## src/rtl/t00_flex_counter_pkg.sv

```systemverilog
// Shared types and defaults for the t00 up/down flex counter.
// Optional prescaler is enabled with macro T00_FLEX_COUNTER_PRESCALE_EN.
package t00_flex_counter_pkg;

  typedef enum logic {DIR_UP, DIR_DOWN} count_dir_e;

  localparam int unsigned DEFAULT_NUM_BITS      = 4;
  localparam int unsigned DEFAULT_PRESCALE_BITS = 4;

endpackage

```

## src/rtl/t00_flex_prescaler.sv

```systemverilog
// Tick counter that strobes o_step on every (i_prescale_val+1)th enabled cycle.
// Used by t00_flex_counter_ud only when T00_FLEX_COUNTER_PRESCALE_EN is defined.
module t00_flex_prescaler
  import t00_flex_counter_pkg::*;
#(
  parameter int unsigned PRESCALE_BITS = DEFAULT_PRESCALE_BITS
) (
  input  logic                     clk,
  input  logic                     rst,
  input  logic                     i_clear,
  input  logic                     i_enable,
  input  logic [PRESCALE_BITS-1:0] i_prescale_val,
  output logic                     o_step
);

  logic [PRESCALE_BITS-1:0] r_tick;
  logic                     w_hit;

  // >= rather than == so a prescale value lowered mid-count cannot strand the tick.
  assign w_hit  = (r_tick >= i_prescale_val);
  assign o_step = i_enable & w_hit;

  always_ff @(posedge clk or posedge rst) begin
    if (rst) begin
      r_tick <= '0;
    end else if (i_clear) begin
      r_tick <= '0;
    end else if (i_enable) begin
      r_tick <= w_hit ? '0 : r_tick + 1'b1;
    end
  end

endmodule

```

## src/rtl/t00_flex_counter_ud.sv

```systemverilog
// Up/down flex counter: programmable terminal, parallel load, wrap or one-shot.
// Define T00_FLEX_COUNTER_PRESCALE_EN to add the prescale_val input and tick prescaler.
module t00_flex_counter_ud
  import t00_flex_counter_pkg::*;
#(
  parameter int unsigned NUM_BITS      = DEFAULT_NUM_BITS,
  parameter int unsigned PRESCALE_BITS = DEFAULT_PRESCALE_BITS
) (
  input  logic                clk,
  input  logic                rst,
  input  logic                clear,
  input  logic                load_en,
  input  logic [NUM_BITS-1:0] load_val,
  input  logic                count_enable,
  input  logic                dir,
  input  logic                one_shot,
  input  logic [NUM_BITS-1:0] rollover_val,
`ifdef T00_FLEX_COUNTER_PRESCALE_EN
  input  logic [PRESCALE_BITS-1:0] prescale_val,
`endif
  output logic [NUM_BITS-1:0] count_out,
  output logic                rollover_flag,
  output logic                wrap_pulse,
  output logic                done
);

  localparam logic [NUM_BITS-1:0] ONE = NUM_BITS'(1);

  logic [NUM_BITS-1:0] r_count, w_count_nxt;
  logic                r_flag, w_flag_nxt;
  logic                r_wrap, w_wrap_nxt;
  logic                r_done, w_done_nxt;
  logic                w_step;
  logic [NUM_BITS-1:0] w_term;
  logic                w_rv_zero;
  logic                w_at_term;
  count_dir_e          w_dir;

`ifdef T00_FLEX_COUNTER_PRESCALE_EN
  t00_flex_prescaler #(
    .PRESCALE_BITS (PRESCALE_BITS)
  ) u_prescaler (
    .clk            (clk),
    .rst            (rst),
    .i_clear        (clear | load_en),
    .i_enable       (count_enable),
    .i_prescale_val (prescale_val),
    .o_step         (w_step)
  );
`else
  logic [PRESCALE_BITS-1:0] w_unused_prescale;
  assign w_unused_prescale = '0;
  assign w_step            = count_enable;
`endif

  assign w_dir     = count_dir_e'(dir);
  assign w_term    = (w_dir == DIR_DOWN) ? ONE : rollover_val;
  assign w_rv_zero = (rollover_val == '0);
  assign w_at_term = !w_rv_zero && (r_count == w_term);

  always_comb begin
    w_count_nxt = r_count;
    w_flag_nxt  = r_flag;
    w_wrap_nxt  = 1'b0;
    w_done_nxt  = r_done;
    if (clear) begin
      w_count_nxt = '0;
      w_done_nxt  = 1'b0;
      w_flag_nxt  = !w_rv_zero && (w_term == '0);
    end else if (load_en) begin
      w_count_nxt = load_val;
      w_done_nxt  = 1'b0;
      w_flag_nxt  = !w_rv_zero && (load_val == w_term);
    end else if (w_step && !r_done) begin
      if (w_rv_zero) begin
        w_flag_nxt = 1'b0;
      end else if (one_shot && w_at_term) begin
        // Reached terminal in one-shot mode without a step landing on it (e.g. loaded there).
        w_done_nxt = 1'b1;
        w_flag_nxt = 1'b1;
      end else begin
        if (w_dir == DIR_UP) begin
          w_count_nxt = (r_count >= rollover_val) ? ONE : r_count + 1'b1;
        end else if (r_count <= ONE || r_count > rollover_val) begin
          w_count_nxt = rollover_val;
        end else begin
          w_count_nxt = r_count - 1'b1;
        end
        w_wrap_nxt = w_at_term && !one_shot;
        w_flag_nxt = (w_count_nxt == w_term);
        w_done_nxt = one_shot && (w_count_nxt == w_term);
      end
    end
  end

  always_ff @(posedge clk or posedge rst) begin
    if (rst) begin
      r_count <= '0;
      r_flag  <= 1'b0;
      r_wrap  <= 1'b0;
      r_done  <= 1'b0;
    end else begin
      r_count <= w_count_nxt;
      r_flag  <= w_flag_nxt;
      r_wrap  <= w_wrap_nxt;
      r_done  <= w_done_nxt;
    end
  end

  assign count_out     = r_count;
  assign rollover_flag = r_flag;
  assign wrap_pulse    = r_wrap;
  assign done          = r_done;

endmodule

```

## config.mk

```make
export PLATFORM = sky130hd
export DESIGN_NAME = t00_flex_counter_ud
export DESIGN_NICKNAME = d
export VERILOG_FILES = /design/src/rtl/t00_flex_counter_pkg.sv /design/src/rtl/t00_flex_prescaler.sv /design/src/rtl/t00_flex_counter_ud.sv
export SDC_FILE = /design/constraint.sdc
export NUM_CORES = 1
export LEC_CHECK = 0
export ABC_AREA = 1
export BUFFER_PORTS_ARGS = -buffer_cell sky130_fd_sc_hd__buf_2
export CAP_MARGIN = 10
export CORE_AREA = 2 2 70 52
export CTS_CLUSTER_DIAMETER = 40
export DETAILED_ROUTE_END_ITERATION = 10
export DIE_AREA = 0 0 72 54
export PLACE_DENSITY = 0.46
export SYNTH_ARGS = -nofsm -noshare
export SYNTH_HDL_FRONTEND = slang
export SYNTH_SLANG_ARGS = --single-unit
export TNS_END_PERCENT = 10
```

## constraint.sdc

```tcl
create_clock -name clk -period 3.2 [get_ports clk]
set_input_delay 0.32 -clock clk [delete_from_list [all_inputs] [get_ports clk]]
set_output_delay 0.32 -clock clk [all_outputs]
set_load 0.05 [all_outputs]
```

# Word-level counts from Yosys, hierarchy flattened
# Cells that the tools add are included.
word_totals:
  register_bits: 7
  latchBits: 0
  ram_bits: 0
  rom_bits: 0
  input_bits: 15
  output_inout_bits: 7
  elab_cells: 59
  mem_count: 0
op_classes:
  add_sub_neg: 2
  n_mul: 0
  n_div: 0
  n_lt_le_gt_ge: 3
  eq_ne: 5
  shift: 0
  mux: 29
  bitwise: 0
  reduce_logical: 16
op_table:
  columns: ["cell", "count"]
  rows:
  - ["2-to-1 mux 4 bit", 14]
  - ["2-to-1 mux 1 bit", 15]
  - ["equality test 4 bit", 3]
  - ["logical NOT 4 bit", 2]
  - ["logical AND 1 bit", 7]
  - ["!= test 3 bit (second input constant)", 2]
  - ["adder 4 x 1 -> 4 bit (second input constant)", 1]
  - [">= comparator 4 bit", 1]
  - ["> comparator 4 bit", 1]
  - ["less-or-equal comparator 4 x 1 -> 1 bit (second input constant)", 1]
  - ["subtractor 4 x 1 -> 4 bit (second input constant)", 1]
  - ["logical NOT 1 bit", 3]
  - ["AND reduction 3 bit", 1]
  - ["nonzero test 3 bit", 1]
  - ["AND reduction 2 bit", 1]
  - ["logical OR 1 bit", 1]

# Depth between registers and ports, before layout
# Gate-level depths: netlist of the first run.
depth:
  ltp_word: 16
  mapped_depth: 19
  ltp_nobuf: 19

# Worst setup path before layout of the first run
# OpenSTA, ideal clock, no wires.
synth_path:
  path_kind: "reg2reg"
  from: "register r_count[0], in the netlist count_out[0]"
  to: "register r_done, in the netlist done"
  setup_time_ns: 0.118
  t_arrival_ns: 2.162
  required_ns: 3.082
  slack_ns: 0.921
  stages_incl_launch_ff: 17
  path_buffers: 0
  period_less_slack_ns: 2.279
  path_cell_list: "dfrtp_1 > inv_1 > ha_1 > nand3_1 > nand3_1 > nor2_1 > inv_1 > nand2_1 > nand2_1 > nand3_1 > nand2_1 > nand2_1 > inv_1 > nand2_1 > nand2_1 > nand2_1 > nand2_1"
synth_between:
  elab_chain_cells: 16
  elab_cells_between_ends: 24
  classes_between: "add/sub (2); order compare (3); eq/ne (2); mux (13); reduce/logical (4)"
synth_lines:
  columns: ["item", "line_no", "source"]
  rows:
  - ["start, declared", "t00_flex_counter_ud.sv:29", "logic [NUM_BITS-1:0] r_count, w_count_nxt;"]
  - ["start signal, assigned", "t00_flex_counter_ud.sv:103", "r_count <= w_count_nxt;"]
  - ["less-or-equal comparator 4 x 1 -> 1 bit or > comparator 4 bit (tied branches)", "t00_flex_counter_ud.sv:84", "end else if (r_count <= ONE || r_count > rollover_val) begin"]
  - ["logical OR 1 bit", "t00_flex_counter_ud.sv:84", null]
  - ["2-to-1 mux 4 bit", "t00_flex_counter_ud.sv:84", null]
  - ["2-to-1 mux 4 bit", "t00_flex_counter_ud.sv:82", "if (w_dir == DIR_UP) begin"]
  - ["2-to-1 mux 4 bit", "t00_flex_counter_ud.sv:77", "end else if (one_shot && w_at_term) begin"]
  - ["2-to-1 mux 4 bit", "t00_flex_counter_ud.sv:75", "if (w_rv_zero) begin"]
  - ["2-to-1 mux 4 bit", "t00_flex_counter_ud.sv:74", "end else if (w_step && !r_done) begin"]
  - ["2-to-1 mux 4 bit", "t00_flex_counter_ud.sv:70", "end else if (load_en) begin"]
  - ["2-to-1 mux 4 bit", "t00_flex_counter_ud.sv:66", "if (clear) begin"]
  - ["equality test 4 bit", "t00_flex_counter_ud.sv:91", "w_done_nxt = one_shot && (w_count_nxt == w_term);"]
  - ["logical AND 1 bit", "t00_flex_counter_ud.sv:91", null]
  - ["2-to-1 mux 1 bit *", "t00_flex_counter_ud.sv:77", null]
  - ["2-to-1 mux 1 bit *", "t00_flex_counter_ud.sv:75", null]
  - ["2-to-1 mux 1 bit *", "t00_flex_counter_ud.sv:74", null]
  - ["2-to-1 mux 1 bit *", "t00_flex_counter_ud.sv:70", null]
  - ["2-to-1 mux 1 bit *", "t00_flex_counter_ud.sv:66", null]
  - ["end signal, assigned", "t00_flex_counter_ud.sv:106", "r_done <= w_done_nxt;"]
  - ["end, declared", "t00_flex_counter_ud.sv:32", "logic r_done, w_done_nxt;"]
# Every way passes the cells marked *; elsewhere a longest branch is shown, timed or not. The select of a mux whose other input is x is not followed.
# A chain may end at the register's enable or synchronous reset.

# Worst setup path in the final report of the first run
# Same ends and word-level chain as after synthesis.

==> results of run 1 <==
registers in the layout, summed over array words and instances (netlist names):
name,count
count_out,4
done,1
rollover_flag,1
wrap_pulse,1
cell usage in the layout, fill, tap and decap left out, drive strengths merged:
cell type and instances:
a21oi 3, nand2 36, xor2 9, nor2 12, xnor2 2, clkbuf 4
dfrtp 7, nor4 1, o211ai 5, o22ai 4, nand3 20, buf 21
nand4 4, o21ai 3, nor3 1, ha 7, a31oi 1, inv 25
area by class of cell:
type / count / area [um^2]
Clock buffer: 4 / 45.0
Fill cell: 377 / 2180
Inverter: 25 / 101
Multi-Input combinational cell: 108 / 649
Sequential cell: 7 / 175
Tap cell: 40 / 50.0
Timing Repair Buffer: 21 / 105
worst max-delay path: stages (launching register included):
cell and delay (ns):
dfrtp_1 0.50, inv_1 0.17, ha_1 0.30, nand3_1 0.11
nand3_1 0.13, nor2_1 0.24, nand2_1 0.14, nand2_1 0.11
nand2_1 0.05, nand2_1 0.06, nor2_1 0.05, nand2_1 0.08
nand2_1 0.06, nand2_1 0.05, nand2_1 0.05
cell families (layout without fill, tap and decap cells):
group / after synthesis / after routing / share of synthesized area [%]
AO/OA/AOI/OAI: 16 / 16 / 12.2
XOR/XNOR: 11 / 11 / 10.2
adder cells (fa/ha/maj): 7 / 7 / 9.30
buffers and inverters: 27 / 50 / 12.5
flip-flops: 7 / 7 / 18.6
AND/OR/NAND/NOR: 74 / 74 / 37.2
stage by stage:
step           cells  area, um^2
6_report         205        1130
5_1_grt          205        1130
4_1_cts          205        1130
3_5_place_dp     201        1080
3_3_place_gp     201        1080
2_1_floorplan    142         942
synth_stat cells, drive strengths merged:
cell / n
nor3: 1
o21ai: 3
xnor2: 2
o22ai: 4
dfrtp: 7
nand3: 20
nor2: 12
nand2: 36
ha: 7
o211ai: 5
buf: 2
a31oi: 1
xor2: 9
a21oi: 3
inv: 25
nand4: 4
nor4: 1
metal layers:
metal	routed length, um	part of all wire [%]
met2	1060	42
met4	22	0.87
met1	1240	49
met3	193	7.7
met5	0	0
how the worst max path moves through the flow:
stage	startpoint	slack [ns]	depth (start not counted)	end
6_report	count_out[0]	0.98	14	done
3_3_place_gp	count_out[0]	0.99	14	done
5_1_grt	count_out[0]	0.66	16	rollover_flag
3_5_place_dp	count_out[0]	1.00	16	done
2_1_floorplan	count_out[0]	0.92	16	done
4_1_cts	count_out[0]	0.99	16	done
power by group:
part	total [mW]	internal [mW]	switching [mW]
clock network	0.130	0.0866	0.0432
logic	0.222	0.0752	0.147
registers	0.110	0.0963	0.0136
total	0.462	0.258	0.204
==> flow_summary.yaml, run 1 <==
route:
  vias_per_cell: 4.83
  post_drt_wl_per_cell_um: 12.3
  drc: 0
  dr.first_iter.drc_count: 73
  ant_nets: 0
  vias: 990
  drtPass1Iterations: 4
  wl_um: 2520
power_and_ir_drop:
  finalPower_mw: 0.462
  max-vdd-ir-drop_mv: 0.110
  p_leak_nw: 0.640
  power_density_nw_per_um2: 411
cells_and_area:
  final_util_pct: 34.0
  antennaDiodeCount: 0
  area_growth_pct: 19.5
  layout.nets: 188
  drive_above_1_share_pct: 20.0
sta:
  worst_pin_slew_ns: 0.379
  drv_slew: 0
  fmax_ghz: 0.450
  fin_ws_ns: 0.978
  fin_setup_tns_ns: 0
  period_minus_slack_ns: 2.22
  grt_setup_unrepaired: "false"
  fin_skew_ns: 0.00500
  setup-violations-final: 0
  holdWs_ns: 0.0248
  slew_headroom_pct: 74.6
  hold_viol_final: 0
  period_share_pct: 69.4
critical_path:
  crit_fanout: 8
  worstPathArrival_ns: 2.35
  r2r_cells: 14
  reg2reg_slack_ns: 0.98
  start_kind: "flip-flop"
  r2r-end: "done"
  r2r_start: "count_out[0]"
  critPathKind: "flip-flop to flip-flop"
  end_kind: "flip-flop"
  cp.required_ns: 3.32
global_route:
  grt_pass1_vias: 959
  antenna_found_initial: 0
  grt-ovfl-total: 0
  grt_use_met1_pct: 19.4
  grtUsageTotal_pct: 14.8
  grt_pass1_wl_um: 4350
  grt_start_max_net_pins: 9
  grt.busiest_layer: "met2"
  met3_usage_pct: 4.12
  use_met2_pct: 24.1
clock_tree:
  cts_resized: 0
  root_buffer: "clkbuf_8"
  cts_max_level: 1
  cts_sinks: 7
  clk_latency_ns: 0.23
  path_clk_slew_ns: 0.04
  ctsHoldBuffers: 0
  cts_tree: "yes"
  cts_buffer_depth: 2
  cts_buffers: 3
  postCtsSetupRepairBufs: 0
synth:
  synth_top_area_cell: "dfrtp_1"
  ys_ff_latch: 7
  yosys_warnings: 0
  avgSynthCellArea_um2: 6.63
  yosys-top-cells-area: "dfrtp_1 (19%), nand2_1 (13%), nand3_1 (11%)"
  synthCells: 142
  synth_area_um2: 942
  yosysSeqAreaShare_pct: 18.6
  synth.distinct_cells: 26
  synth_top_area_share_pct: 18.6
  syn_nets: 164
die:
  core_um2: 3310
  die_height_um: 54
  die_area_um2: 3890
  dieWidth_um: 72
  initial_core_util_pct: 28.5
  io_pins: 22
  rows: 18
min_path:
  hold_path_class: "primary input to asynchronous set/reset pin"
place:
  port_buffers: 21
  place_ws_ns: 1.00
  dp_hpwl_um: 2090
  gp_congestion: 0.788
job:
  cap_violations: 0
status:
  status: "finished, final reports clean"
No activity file was read; power rests on OpenSTA's default activity.
==> run 2, diff against run 1 <==
- clock period: 3.2 -> 2.2 ns (I/O delays scaled with it)
==> run 2 against run 1 <==
Net effect:
- sequential share of layout area is 0.48 points lower
- critical path depth is 3 higher
- clock-buffer cell count stayed put
- highest routed layer unchanged
- final cell count is 2.0% higher
- fmax is 13% higher
- power is 50% higher
- combinational power is 63% higher
- via count is 2.7% higher
- utilization is 1.6 points higher
- non-clock buffer count is 4 higher
- cell area is 4.7% higher
==> flow_summary.yaml, run 2 (synthesis results as in run 1) <==
clock_tree:
  root_buffer: "clkbuf_8"
  cts_tree: "yes"
  postCtsSetupRepairBufs: 0
  cts_buffer_depth: 2
  clk_latency_ns: 0.23
  cts_buffers: 3
  cts_max_level: 1
  path_clk_slew_ns: 0.04
  cts_sinks: 7
global_route:
  antenna_found_initial: 0
  grt_pass1_wl_um: 4330
  grt-ovfl-total: 0
  grt_pass1_vias: 967
  grtUsageTotal_pct: 14.7
  grt_start_max_net_pins: 9
critical_path:
  reg2reg_slack_ns: 0.23
  path_cells: "ha_1 > nand2_1 > nand2_1 > nand2_1 > nand2_1 > nand2_2 > nand2_2 > nand2_1 > nand3_1 > nand2_1 > nand2_1 > nand2_1 > nor2_2 > nand2_1 > nand2_1 > nand2_1 > nand2_1"
  start_kind: "flip-flop"
  crit_buf_inv: 0
  critical-path-top-delay-family: "simple AND/OR/NAND/NOR gates"
  cpMostUsedCell: "nand2_1"
  critPathKind: "flip-flop to flip-flop"
  cp.required_ns: 2.32
  worstPathArrival_ns: 2.09
  crit_fanout: 5
  end_kind: "flip-flop"
  critPathMaxStageDelay_ns: 0.44
  worst_path_max_delay_cell: "dfrtp_2"
place:
  dp_hpwl_um: 2120
  gp_congestion: 0.826
  port_buffers: 21
  dpl.cell_count: 204
  place_ws_ns: 0.182
cells_and_area:
  antennaDiodeCount: 0
  drive_above_1_share_pct: 26.0
  final_common_cell: "nand2_1"
  layout_common_cells: "nand2_1 (32), inv_1 (22), buf_2 (21)"
  layout.nets: 192
  area_growth_pct: 25.1
  instances_no_fill: 209
  largest_reg_flops: 4
die:
  initial_core_util_pct: 28.5
  io_pins: 22
  rows: 18
  die_height_um: 54
  die_area_um2: 3890
  dieWidth_um: 72
  core_um2: 3310
power_and_ir_drop:
  finalPower_mw: 0.695
  power_density_nw_per_um2: 590
  p_int_mw: 0.390
  max-vdd-ir-drop_mv: 0.185
  share_comb_of_total_power_pct: 51.9
  p_leak_nw: 0.662
  clockPowerShare_pct: 26.3
  power_switching_mw: 0.305
  seq_power_share_pct: 21.7
  sw_frac_of_total_pct: 43.9
route:
  vias: 1017
  vias_per_cell: 4.87
  post_drt_wl_per_cell_um: 12.3
  dr.first_iter.drc_count: 48
  drtPass1Iterations: 4
  drc: 0
  wl_um: 2560
  ant_nets: 0
sta:
  worst_pin_slew_ns: 0.353
  hold_viol_final: 0
  fin_skew_ns: 0.00291
  fin_ws_ns: 0.229
  drv_slew: 0
  setup-violations-final: 0
  fmax_ghz: 0.507
  period_share_pct: 89.6
  period_minus_slack_ns: 1.97
  slew_headroom_pct: 76.4
min_path:
  hold_path_class: "primary input to flip-flop"
status:
  status: "finished, final reports clean"
job:
  cap_violations: 0
run 2: cell count changes in the layout (fill, tap and decap cells not counted), sizes merged:
cell,previous run,this run
buf,21,24
dlygate4sd3,0,1
run 2: power groups by stage:
stage / logic (mW) / clock network, mW / registers (mW)
after global routing: 0.404 / 0.194 / 0.153
after global placement: 0.348 / 0 / 0.152
after detailed placement: 0.344 / 0 / 0.152
final: 0.361 / 0.183 / 0.151
after floorplan: 0.215 / 0 / 0.193
after CTS: 0.349 / 0.188 / 0.150
run 2: path summary, 6_finish.rpt:
check	from	endpoint	cells past startpoint
max in group asynchronous	rst	count_out[0]	3
setup / recovery	count_out[1]	rollover_flag	17
hold reg to reg	rollover_flag	rollover_flag	2
min in group asynchronous	rst	done	3
hold / removal	clear	rollover_flag	4
setup reg to reg	count_out[1]	rollover_flag	17
run 2: final cells by class:
type                    count  area (um^2)
fillers                   354         2130
multi-input cells         108          667
flip-flops and latches      7          178
repair buffers             25          138
inverters                  25          101
well taps                  40         50.0
clock buffers               4         45.0
run 2: worst min-delay path, cell delays in order:
cell and delay (ns):
buf_2 0.10, nor4_1 0.05, nand2_1 0.06, nand2_1 0.04
run 2: repair_timing:
action                                  CTS  global route
resized for setup                         0             8
endpoints found under the hold margin     7             0
hold buffers                              1             0
endpoints found under the setup margin    0             2
run 2: stage by stage:
step	utilization (%)	hold WS, ns	area (um^2)	setup TNS (ns)
floorplan	-	0.0233	943	0
CTS	35.0	0.291	1160	0
global placement	33.4	0.182	1100	0
finish	35.6	0.286	1180	0
global route	35.6	0.303	1180	-0.0189
detailed placement	33.4	0.183	1100	0
run 2: metal layers:
| metal | share of wire [%] | global-route usage (%) | vias to the layer above |
|---|---|---|---|
| met3 | 6.0 | 4.49 | 2 |
| li1 | - | - | 524 |
| met4 | 0.16 | 1.89 | 0 |
| met5 | 0 | 0 | - |
| met2 | 42 | 23.3 | 30 |
| met1 | 52 | 20.2 | 461 |
